## src/rtl/fp_normalize_if.sv

```systemverilog
// Handshake and data bundle for the FP normalizer.
// slave = the normalizer's view; master = the producer/consumer view.
interface fp_normalize_if #(
  parameter int MANTISSA_WIDTH = 24,
  parameter int EXPONENT_WIDTH = 8
);
  logic                      aInValid;
  logic                      anInReady;
  logic                      aInSign;
  logic [EXPONENT_WIDTH-1:0] aInExponent;
  logic [MANTISSA_WIDTH:0]   aInMantissa;
  logic                      aInSticky;
  logic                      anOutValid;
  logic                      aOutReady;
  logic                      anOutSign;
  logic [EXPONENT_WIDTH-1:0] anOutExponent;
  logic [MANTISSA_WIDTH-1:0] anOutMantissa;
  logic                      anOutZero;
  logic                      anOutOverflow;
  logic                      anOutUnderflow;
  logic                      anOutSticky;

  modport slave (
    input  aInValid, aInSign, aInExponent, aInMantissa, aInSticky, aOutReady,
    output anInReady, anOutValid, anOutSign, anOutExponent, anOutMantissa,
           anOutZero, anOutOverflow, anOutUnderflow, anOutSticky
  );

  modport master (
    output aInValid, aInSign, aInExponent, aInMantissa, aInSticky, aOutReady,
    input  anInReady, anOutValid, anOutSign, anOutExponent, anOutMantissa,
           anOutZero, anOutOverflow, anOutUnderflow, anOutSticky
  );
endinterface

```

## src/rtl/fp_normalize.sv

```systemverilog
// Two-stage floating-point normalizer.
// Stage 1 captures the beat and its leading-zero count below the carry bit;
// stage 2 applies the carry/hidden/shift/zero rule and registers the result.
// Both stages use valid/ready with bubble collapsing, so throughput is one
// beat per cycle and a full pipe holds its output while stalled.
module fp_normalize #(
  parameter int MANTISSA_WIDTH = 24,
  parameter int EXPONENT_WIDTH = 8
) (
  input logic           aClock,
  input logic           aReset,
  fp_normalize_if.slave bus
);
  localparam int MW = MANTISSA_WIDTH;
  localparam int EW = EXPONENT_WIDTH;
  localparam int LW = $clog2(MW + 1);
  // Exponent math is one bit wider so increments/decrements never wrap.
  localparam logic [EW:0] ExpOne = (EW+1)'(1);
  localparam logic [EW:0] ExpMax = {1'b0, {EW{1'b1}}};

  logic          s1Valid, s2Valid;
  logic          s1Sign, s1Sticky;
  logic [EW-1:0] s1Exponent;
  logic [MW:0]   s1Mantissa;
  logic [LW-1:0] s1Lzc, inLzc;

  logic          outSign, outZero, outOverflow, outUnderflow, outSticky;
  logic [EW-1:0] outExponent;
  logic [MW-1:0] outMantissa;

  logic          nxtZero, nxtOverflow, nxtUnderflow, nxtSticky;
  logic [EW-1:0] nxtExponent;
  logic [MW-1:0] nxtMantissa;
  logic [EW:0]   expExt, expInc, lzcExt;

  logic s2Advance, inReady;

  assign s2Advance = !s2Valid || bus.aOutReady;
  assign inReady   = !s1Valid || s2Advance;

  // Leading-zero count of the bits below the carry; the highest set bit wins.
  always_comb begin
    inLzc = LW'(MW);
    for (int i = 0; i < MW; i++)
      if (bus.aInMantissa[i]) inLzc = LW'(MW - 1 - i);
  end

  // Stage 1: capture the accepted beat together with its LZC.
  always_ff @(posedge aClock or posedge aReset) begin
    if (aReset) begin
      s1Valid    <= 1'b0;
      s1Sign     <= 1'b0;
      s1Sticky   <= 1'b0;
      s1Exponent <= '0;
      s1Mantissa <= '0;
      s1Lzc      <= '0;
    end else if (inReady) begin
      s1Valid <= bus.aInValid;
      if (bus.aInValid) begin
        s1Sign     <= bus.aInSign;
        s1Sticky   <= bus.aInSticky;
        s1Exponent <= bus.aInExponent;
        s1Mantissa <= bus.aInMantissa;
        s1Lzc      <= inLzc;
      end
    end
  end

  // Normalization rule: zero, carry (with overflow), hidden, shift (with underflow).
  always_comb begin
    nxtExponent  = '0;
    nxtMantissa  = '0;
    nxtZero      = 1'b0;
    nxtOverflow  = 1'b0;
    nxtUnderflow = 1'b0;
    nxtSticky    = 1'b0;
    expExt       = {1'b0, s1Exponent};
    expInc       = expExt + ExpOne;
    lzcExt       = (EW+1)'(s1Lzc);
    if (s1Mantissa == '0) begin
      nxtZero = 1'b1;
    end else if (s1Mantissa[MW]) begin
      // Saturate rather than wrap if the incremented exponent reaches all-ones.
      if (expInc >= ExpMax) begin
        nxtOverflow = 1'b1;
        nxtExponent = '1;
      end else begin
        nxtExponent = expInc[EW-1:0];
        nxtMantissa = s1Mantissa[MW:1];
        nxtSticky   = s1Mantissa[0] | s1Sticky;
      end
    end else if (s1Mantissa[MW-1]) begin
      nxtExponent = s1Exponent;
      nxtMantissa = s1Mantissa[MW-1:0];
      nxtSticky   = s1Sticky;
    end else if (expExt <= lzcExt) begin
      nxtUnderflow = 1'b1;
      nxtZero      = 1'b1;
    end else begin
      nxtExponent = EW'(expExt - lzcExt);
      nxtMantissa = s1Mantissa[MW-1:0] << s1Lzc;
      nxtSticky   = s1Sticky;
    end
  end

  // Stage 2: register the result; hold everything while downstream stalls.
  always_ff @(posedge aClock or posedge aReset) begin
    if (aReset) begin
      s2Valid      <= 1'b0;
      outSign      <= 1'b0;
      outExponent  <= '0;
      outMantissa  <= '0;
      outZero      <= 1'b0;
      outOverflow  <= 1'b0;
      outUnderflow <= 1'b0;
      outSticky    <= 1'b0;
    end else if (s2Advance) begin
      s2Valid <= s1Valid;
      if (s1Valid) begin
        outSign      <= s1Sign;
        outExponent  <= nxtExponent;
        outMantissa  <= nxtMantissa;
        outZero      <= nxtZero;
        outOverflow  <= nxtOverflow;
        outUnderflow <= nxtUnderflow;
        outSticky    <= nxtSticky;
      end
    end
  end

  assign bus.anInReady      = inReady;
  assign bus.anOutValid     = s2Valid;
  assign bus.anOutSign      = outSign;
  assign bus.anOutExponent  = outExponent;
  assign bus.anOutMantissa  = outMantissa;
  assign bus.anOutZero      = outZero;
  assign bus.anOutOverflow  = outOverflow;
  assign bus.anOutUnderflow = outUnderflow;
  assign bus.anOutSticky    = outSticky;
endmodule

```

## src/flat_wrapper.sv

```systemverilog
// flat-port wrapper written by rule: the top's interface ports become plain ports
module fp_normalize_flat 
#(
  parameter int MANTISSA_WIDTH = 24,
  parameter int EXPONENT_WIDTH = 8
)
  (aClock, aReset, bus_aInValid, bus_aInSign, bus_aInExponent, bus_aInMantissa, bus_aInSticky, bus_aOutReady, bus_anInReady, bus_anOutValid, bus_anOutSign, bus_anOutExponent, bus_anOutMantissa, bus_anOutZero, bus_anOutOverflow, bus_anOutUnderflow, bus_anOutSticky);
  fp_normalize_if #(.MANTISSA_WIDTH(MANTISSA_WIDTH), .EXPONENT_WIDTH(EXPONENT_WIDTH)) bus_i ();
  input logic aClock;
  input logic aReset;
  input wire logic [$bits(bus_i.aInValid)-1:0] bus_aInValid;
  input wire logic [$bits(bus_i.aInSign)-1:0] bus_aInSign;
  input wire logic [$bits(bus_i.aInExponent)-1:0] bus_aInExponent;
  input wire logic [$bits(bus_i.aInMantissa)-1:0] bus_aInMantissa;
  input wire logic [$bits(bus_i.aInSticky)-1:0] bus_aInSticky;
  input wire logic [$bits(bus_i.aOutReady)-1:0] bus_aOutReady;
  output wire logic [$bits(bus_i.anInReady)-1:0] bus_anInReady;
  output wire logic [$bits(bus_i.anOutValid)-1:0] bus_anOutValid;
  output wire logic [$bits(bus_i.anOutSign)-1:0] bus_anOutSign;
  output wire logic [$bits(bus_i.anOutExponent)-1:0] bus_anOutExponent;
  output wire logic [$bits(bus_i.anOutMantissa)-1:0] bus_anOutMantissa;
  output wire logic [$bits(bus_i.anOutZero)-1:0] bus_anOutZero;
  output wire logic [$bits(bus_i.anOutOverflow)-1:0] bus_anOutOverflow;
  output wire logic [$bits(bus_i.anOutUnderflow)-1:0] bus_anOutUnderflow;
  output wire logic [$bits(bus_i.anOutSticky)-1:0] bus_anOutSticky;
  assign bus_i.aInValid = bus_aInValid;
  assign bus_i.aInSign = bus_aInSign;
  assign bus_i.aInExponent = bus_aInExponent;
  assign bus_i.aInMantissa = bus_aInMantissa;
  assign bus_i.aInSticky = bus_aInSticky;
  assign bus_i.aOutReady = bus_aOutReady;
  assign bus_anInReady = bus_i.anInReady;
  assign bus_anOutValid = bus_i.anOutValid;
  assign bus_anOutSign = bus_i.anOutSign;
  assign bus_anOutExponent = bus_i.anOutExponent;
  assign bus_anOutMantissa = bus_i.anOutMantissa;
  assign bus_anOutZero = bus_i.anOutZero;
  assign bus_anOutOverflow = bus_i.anOutOverflow;
  assign bus_anOutUnderflow = bus_i.anOutUnderflow;
  assign bus_anOutSticky = bus_i.anOutSticky;
  fp_normalize #(.MANTISSA_WIDTH(MANTISSA_WIDTH), .EXPONENT_WIDTH(EXPONENT_WIDTH)) u_core (.aClock(aClock), .aReset(aReset), .bus(bus_i));
endmodule
```

## config.mk

```make
export PLATFORM = sky130hd
export DESIGN_NAME = fp_normalize_flat
export DESIGN_NICKNAME = d
export VERILOG_FILES = /design/src/rtl/fp_normalize_if.sv /design/src/rtl/fp_normalize.sv /design/src/flat_wrapper.sv
export SDC_FILE = /design/constraint.sdc
export NUM_CORES = 1
export LEC_CHECK = 0
export BUFFER_PORTS_ARGS = -buffer_cell sky130_fd_sc_hd__buf_4
export CAP_MARGIN = 20
export CORE_MARGIN = 5
export CORE_UTILIZATION = 58
export DETAILED_ROUTE_END_ITERATION = 16
export GPL_ROUTABILITY_DRIVEN = 0
export PLACE_DENSITY = 0.9
export SLEW_MARGIN = 20
export SYNTH_ARGS = -nofsm -noshare
export SYNTH_HDL_FRONTEND = slang
export SYNTH_SLANG_ARGS = --single-unit
export TNS_END_PERCENT = 10
```

## constraint.sdc

```tcl
create_clock -name aClock -period 3.5 [get_ports aClock]
set_clock_uncertainty 0.2 [all_clocks]
set_input_delay 0.7 -clock aClock [delete_from_list [all_inputs] [get_ports aClock]]
set_output_delay 0.7 -clock aClock [all_outputs]
set_load 0.03 [all_outputs]
```

* Word level (Yosys, flattened, before mapping)
Index checks and enable logic that the tools add are counted.
Storage, ports and cells: flip-flop bits (word level) 79, logic and storage cells 74
Operators by class: bitwise operators 1, muxes and demuxes 47, add/subtract/negate cells 2, reductions and logical operators 7, magnitude comparators 2, shift-type cells 1
Operators by type and width (number):
- $mux 24 | 5
- $mux 5 | 16
- $mux 8 | 5
- $mux 4 | 8
- $logic_not 25->1 | 1
- $shl 24x5->24 | 1
- $mux 1 | 13
- $add 8x1->9 const B | 1
- $ge 9x8->1 const B | 1
- $le 8x5->1 | 1
- $sub 8x5->8 | 1
- $reduce_and 2->1 | 2
- $logic_not 1->1 | 2
- $logic_or 1x1->1 | 2
- $or 1x1->1 | 1

* Depth between registers and ports, before layout
word-level depth 24, depth in mapped cells 10, depth with buffers taken out 10

* Worst setup path before layout
OpenSTA, ideal clock, no wires.
kind reg-to-reg, start register u_core.s1Lzc[2], end register u_core.outMantissa[12] (netlist: u_core.bus.anOutMantissa[12]), arrival 2.500 ns, path buffers 2, required time 3.174 ns, setup slack 0.674 ns, stages on the path, launching flop included 11, path through dfrtp_1 -> inv_1 -> clkbuf_1 -> ha_1 -> clkbuf_1 -> a211oi_1 -> o21ai_1 -> a21boi_1 -> or3_1 -> a2111oi_1 -> a311o_1
Between the ends: word-level cells in the longest chain between the ends 5, elaborated cells on any way between the ends 6, those cells by class order compare: 1; shift: 1; mux: 4
Ends and longest elaborated chain:
- start: declaration | RTL line fp_normalize.sv:25 | logic [LW-1:0] s1Lzc, inLzc;
- start signal: assignment | RTL line fp_normalize.sv:64 | s1Lzc <= inLzc;
- $le 8x5->1 / $shl 24x5->24 (equally long branches) | RTL line fp_normalize.sv:96, fp_normalize.sv:101
- $mux 24 * | RTL line fp_normalize.sv:96 | end else if (expExt <= lzcExt) begin
- $mux 24 * | RTL line fp_normalize.sv:92 | end else if (s1Mantissa[MW-1]) begin
- $mux 24 * | RTL line fp_normalize.sv:82 | end else if (s1Mantissa[MW]) begin
- $mux 24 * | RTL line fp_normalize.sv:80 | if (s1Mantissa == '0) begin
- end signal: assignment | RTL line fp_normalize.sv:122 | outMantissa <= nxtMantissa;
- end: declaration | RTL line fp_normalize.sv:29 | logic [MW-1:0] outMantissa;
Mark *: on every way between the ends. The rest lies on a longest branch, timed or not. A chain may end at the register's enable or synchronous reset.

* Worst setup path in the final report
start register u_core.s1Exponent[0], end register u_core.outMantissa[13] (netlist: u_core.bus.anOutMantissa[13])
Between the ends: word-level cells in the longest chain between the ends 5, elaborated cells on any way between the ends 8, those cells by class add/sub: 1; order compare: 2; mux: 5
Ends and longest elaborated chain:
- start: declaration | RTL line fp_normalize.sv:23 | logic [EW-1:0] s1Exponent;
- start signal: assignment | RTL line fp_normalize.sv:62 | s1Exponent <= bus.aInExponent;
- $add 8x1->9 / $le 8x5->1 (equally long branches) | RTL line fp_normalize.sv:78, fp_normalize.sv:96
- $ge 9x8->1 / $mux 24 (equally long branches) | RTL line fp_normalize.sv:84, fp_normalize.sv:96
- $mux 24, on equally long branches | RTL line fp_normalize.sv:84, fp_normalize.sv:92
- $mux 24 * | RTL line fp_normalize.sv:82
- $mux 24 * | RTL line fp_normalize.sv:80
Marks and branches as above.

==> run metrics <==
most common cell in the netlist nand2_1; Pwr per Cell Area between 500 and 600 nW/um^2; Slew HR ~28%; post-layout net count 727; crit start category register; Die H 107.5 um; Worst-path clk slew 0.09 ns; fraction of registers with async set/reset 100.0%; CTS root buf clkbuf_8; EDFF count, synth 0; Layout fillers 688; Worst VDD drop 0.2925 mV; Max H-tree Level 3; worst r2r src u_core.s1Exponent[0]$_DFFE_PP0P_; first-pass GRT wire length 26570 um; final hold viol count 0; worst r2r path cells 10; Synth area leader dfrtp_1; Pint 2097 uW; Synth cell types about 70; MaxCap Viol Count 0; Hold Crit Start u_core.bus.anOutSign$_DFFE_PP0P_; number of setup violations in the final report 0; total power around 3500 uW; register area 1977 sq um; Tot GR Track Use 29.04%; area of the multi-input gates ~3200 sq um; reg-to-reg setup timing slack about 0.36 ns; Worst Path Required 3.55 ns; CTS Sinks 79; number of global-route vias before repair 5322; Syn Inst Count 622; top cells by count, synth nand2_1, dfrtp_1, nor2_1, a21oi_1, o21ai_0; Max FO, Critical Path 10; Initial Util approximately three fifths; cell mode on critical path inv_1; Tmin final around 3.1 ns; top cell type's share of synthesized area 35.88%; Crit. End Element register; switch share 40.53%; clock power share 21.5%; Slew Limit Fails 0; Yosys warning total 0; routed length per instance 20.05 um; Area after DPL 6140 sq um; Comb pwr share 41.7%; Clock Path Buffers 2; chip width about 110 um; Worst Hold Path Cells 2; register bit total from synthesis 79; grt ovf 0; total net switching power 1429 uW; RSZ-0062 raised after global routing no; Netlist Area Pre-Place between 5000 and 6000 sq um; layout cells sized above 1 roughly a fifth; post-synthesis sequential area ratio 35.88%; fin area 6362 sq um; leakage between 0.002 and 0.003 uW; IO Pins a little under 80; final worst-path cycle share 89.85%; post-route setup slack 0.3554 ns; worst r2r dst u_core.bus.anOutMantissa[13]$_DFFE_PP0P_; final WL 16340 um; Reg power frac 36.7%; Remaining DRCs 0; Worst Hold Class register to register; Final HPWL DP 11910 um; Avg Cell Area, Syn ~8.9 sq um; initial DRC count around 700; CP Data Arrival Time 3.19 ns; CTS tree built; initial antenna violation count 0; total iterations of the first detailed-routing run 8; Worst path slowest cell dfrtp_1; critical-path cell list inv_1, ha_1, inv_1, fa_1, a211oi_1, o211ai_1, nand2_1, nor2_1, a221o_1, a32o_1; critical path class register to register; Antenna Nets Post-Route 0; Fmax 0.3180 GHz; Syn-to-layout area delta 15.46%; clk_lat worst skew 0.38 ns; core area 9240 sq um; Critical Path Max Stage Delay 0.46 ns; synth top area cells dfrtp_1, nand2_1, mux4_2; Vias 5439; Hold Buf Count CTS 0; Via-to-Cell Ratio 6.674; syn nets 669; # resized after CTS 0; setup TNS 0 ns; Post-CTS Setup Inserts 0; largest net degree at the start of global routing 42; run status complete, no violations; die footprint 11550 sq um; TritonCTS buffer count 9; Primary FF master, synth dfrtp_1; # port buffers between 70 and 80; hold worst-path end u_core.bus.anOutSign$_DFFE_PP0P_; Worst-Margin Slew 1.076 ns; pre-CTS WS 0.4504 ns; Rows 35
==> cell usage in the layout (no fill, tap or decap), drive strengths merged, types with 7 or more instances in the layout <==
cell and n:
nor3 8, nor2 37, nand3 12, a32o 16, mux4 17, mux2i 24
and2 8, dfrtp 79, and3 7, nor4 12, ha 7, clkbuf 9
a21oi 35, o21ai 31, buf 92, nand2b 19, nand2 142, xor2 8
inv 15, o31ai 8
==> worst max-delay path by stage <==
stage	start	end	slack, ns	cells past startpoint
6_report	u_core.s1Exponent[0]$_DFFE_PP0P_	u_core.bus.anOutMantissa[13]$_DFFE_PP0P_	0.36	10
5_1_grt	u_core.s1Exponent[0]$_DFFE_PP0P_	u_core.bus.anOutMantissa[13]$_DFFE_PP0P_	0.18	10
4_1_cts	u_core.s1Exponent[0]$_DFFE_PP0P_	u_core.bus.anOutMantissa[13]$_DFFE_PP0P_	0.41	10
3_5_place_dp	u_core.s1Exponent[0]$_DFFE_PP0P_	u_core.bus.anOutMantissa[13]$_DFFE_PP0P_	0.45	10
3_3_place_gp	u_core.s1Exponent[0]$_DFFE_PP0P_	u_core.bus.anOutMantissa[13]$_DFFE_PP0P_	0.58	10
2_1_floorplan	aReset	u_core.bus.anOutExponent[0]$_DFFE_PP0P_	0.58	1
==> flip-flops by register name, summed over array words and instances, names as in the netlist <==
| name | cells |
|---|---|
| u_core.bus.anOutMantissa | 24 |
| u_core.s1Mantissa | 25 |
| u_core.s1Valid | 1 |
| u_core.bus.anOutValid | 1 |
| u_core.s1Sign | 1 |
| u_core.s1Lzc | 5 |
| u_core.bus.anOutExponent | 8 |
| u_core.bus.anOutUnderflow | 1 |
| u_core.bus.anOutSticky | 1 |
| u_core.bus.anOutOverflow | 1 |
| u_core.s1Exponent | 8 |
| u_core.bus.anOutZero | 1 |
| u_core.bus.anOutSign | 1 |
| u_core.s1Sticky | 1 |
==> metal layers <==
layer,up-vias,GRT usage [%],share of wire [%]
met2,443,43.88,45
met3,90,8.098,12
met4,0,15.33,4.5
met5,-,0,0
li1,2395,-,-
met1,2511,38.00,39
==> stage by stage <==
step,cells,util (%),hold slack (ns)
final,815,68.86,0.2845
after CTS,814,68.83,0.2914
after detailed placement,798,66.45,0.2707
after global routing,814,68.83,0.3043
after floorplan,622,-,0.2375
after global placement,798,66.45,0.2598
==> cells by family (layout without fill, tap and decap cells) <==
kind of cell | count (synthesis) | count (layout) | share of synthesized area [%]
AOI/OAI and AO/OA | 159 | 159 | 21.14
xor gates and xnor gates | 10 | 10 | 1.590
adders and majority gates | 8 | 8 | 1.953
buffers and inverters | 59 | 122 | 5.222
DFF | 79 | 79 | 35.88
muxes | 47 | 47 | 12.81
other | 0 | 1 | 0
and+or+nand+nor | 260 | 260 | 21.41
==> critical path: cells and delay by family (launching register included) <==
kind / cells / cell delay (ns)
AOI/OAI and AO/OA: 4 / 1.08
adders and majority gates: 2 / 0.58
buffers and inverters: 2 / 0.19
DFF: 1 / 0.46
and+or+nand+nor: 2 / 0.49
==> area by class of cell <==
class	instances	share of cell area [%]
well taps	129	2.537
multi-input cells	484	51.01
clock inverters	7	1.514
inverters	14	0.8260
flip-flops and latches	79	31.07
clock buffers	9	1.947
diodes	1	0.03933
repair buffers	92	11.05
==> power by group through the flow <==
stage | Combinational (uW) | Clock, uW | Sequential (uW)
4_1_cts | 1450 | 762 | 1280
3_5_place_dp | 1440 | 0 | 1300
6_report | 1470 | 759 | 1300
5_1_grt | 1570 | 800 | 1310
2_1_floorplan | 798 | 0 | 1450
3_3_place_gp | 1400 | 0 | 1290
No activity file was read; power rests on OpenSTA's default activity.
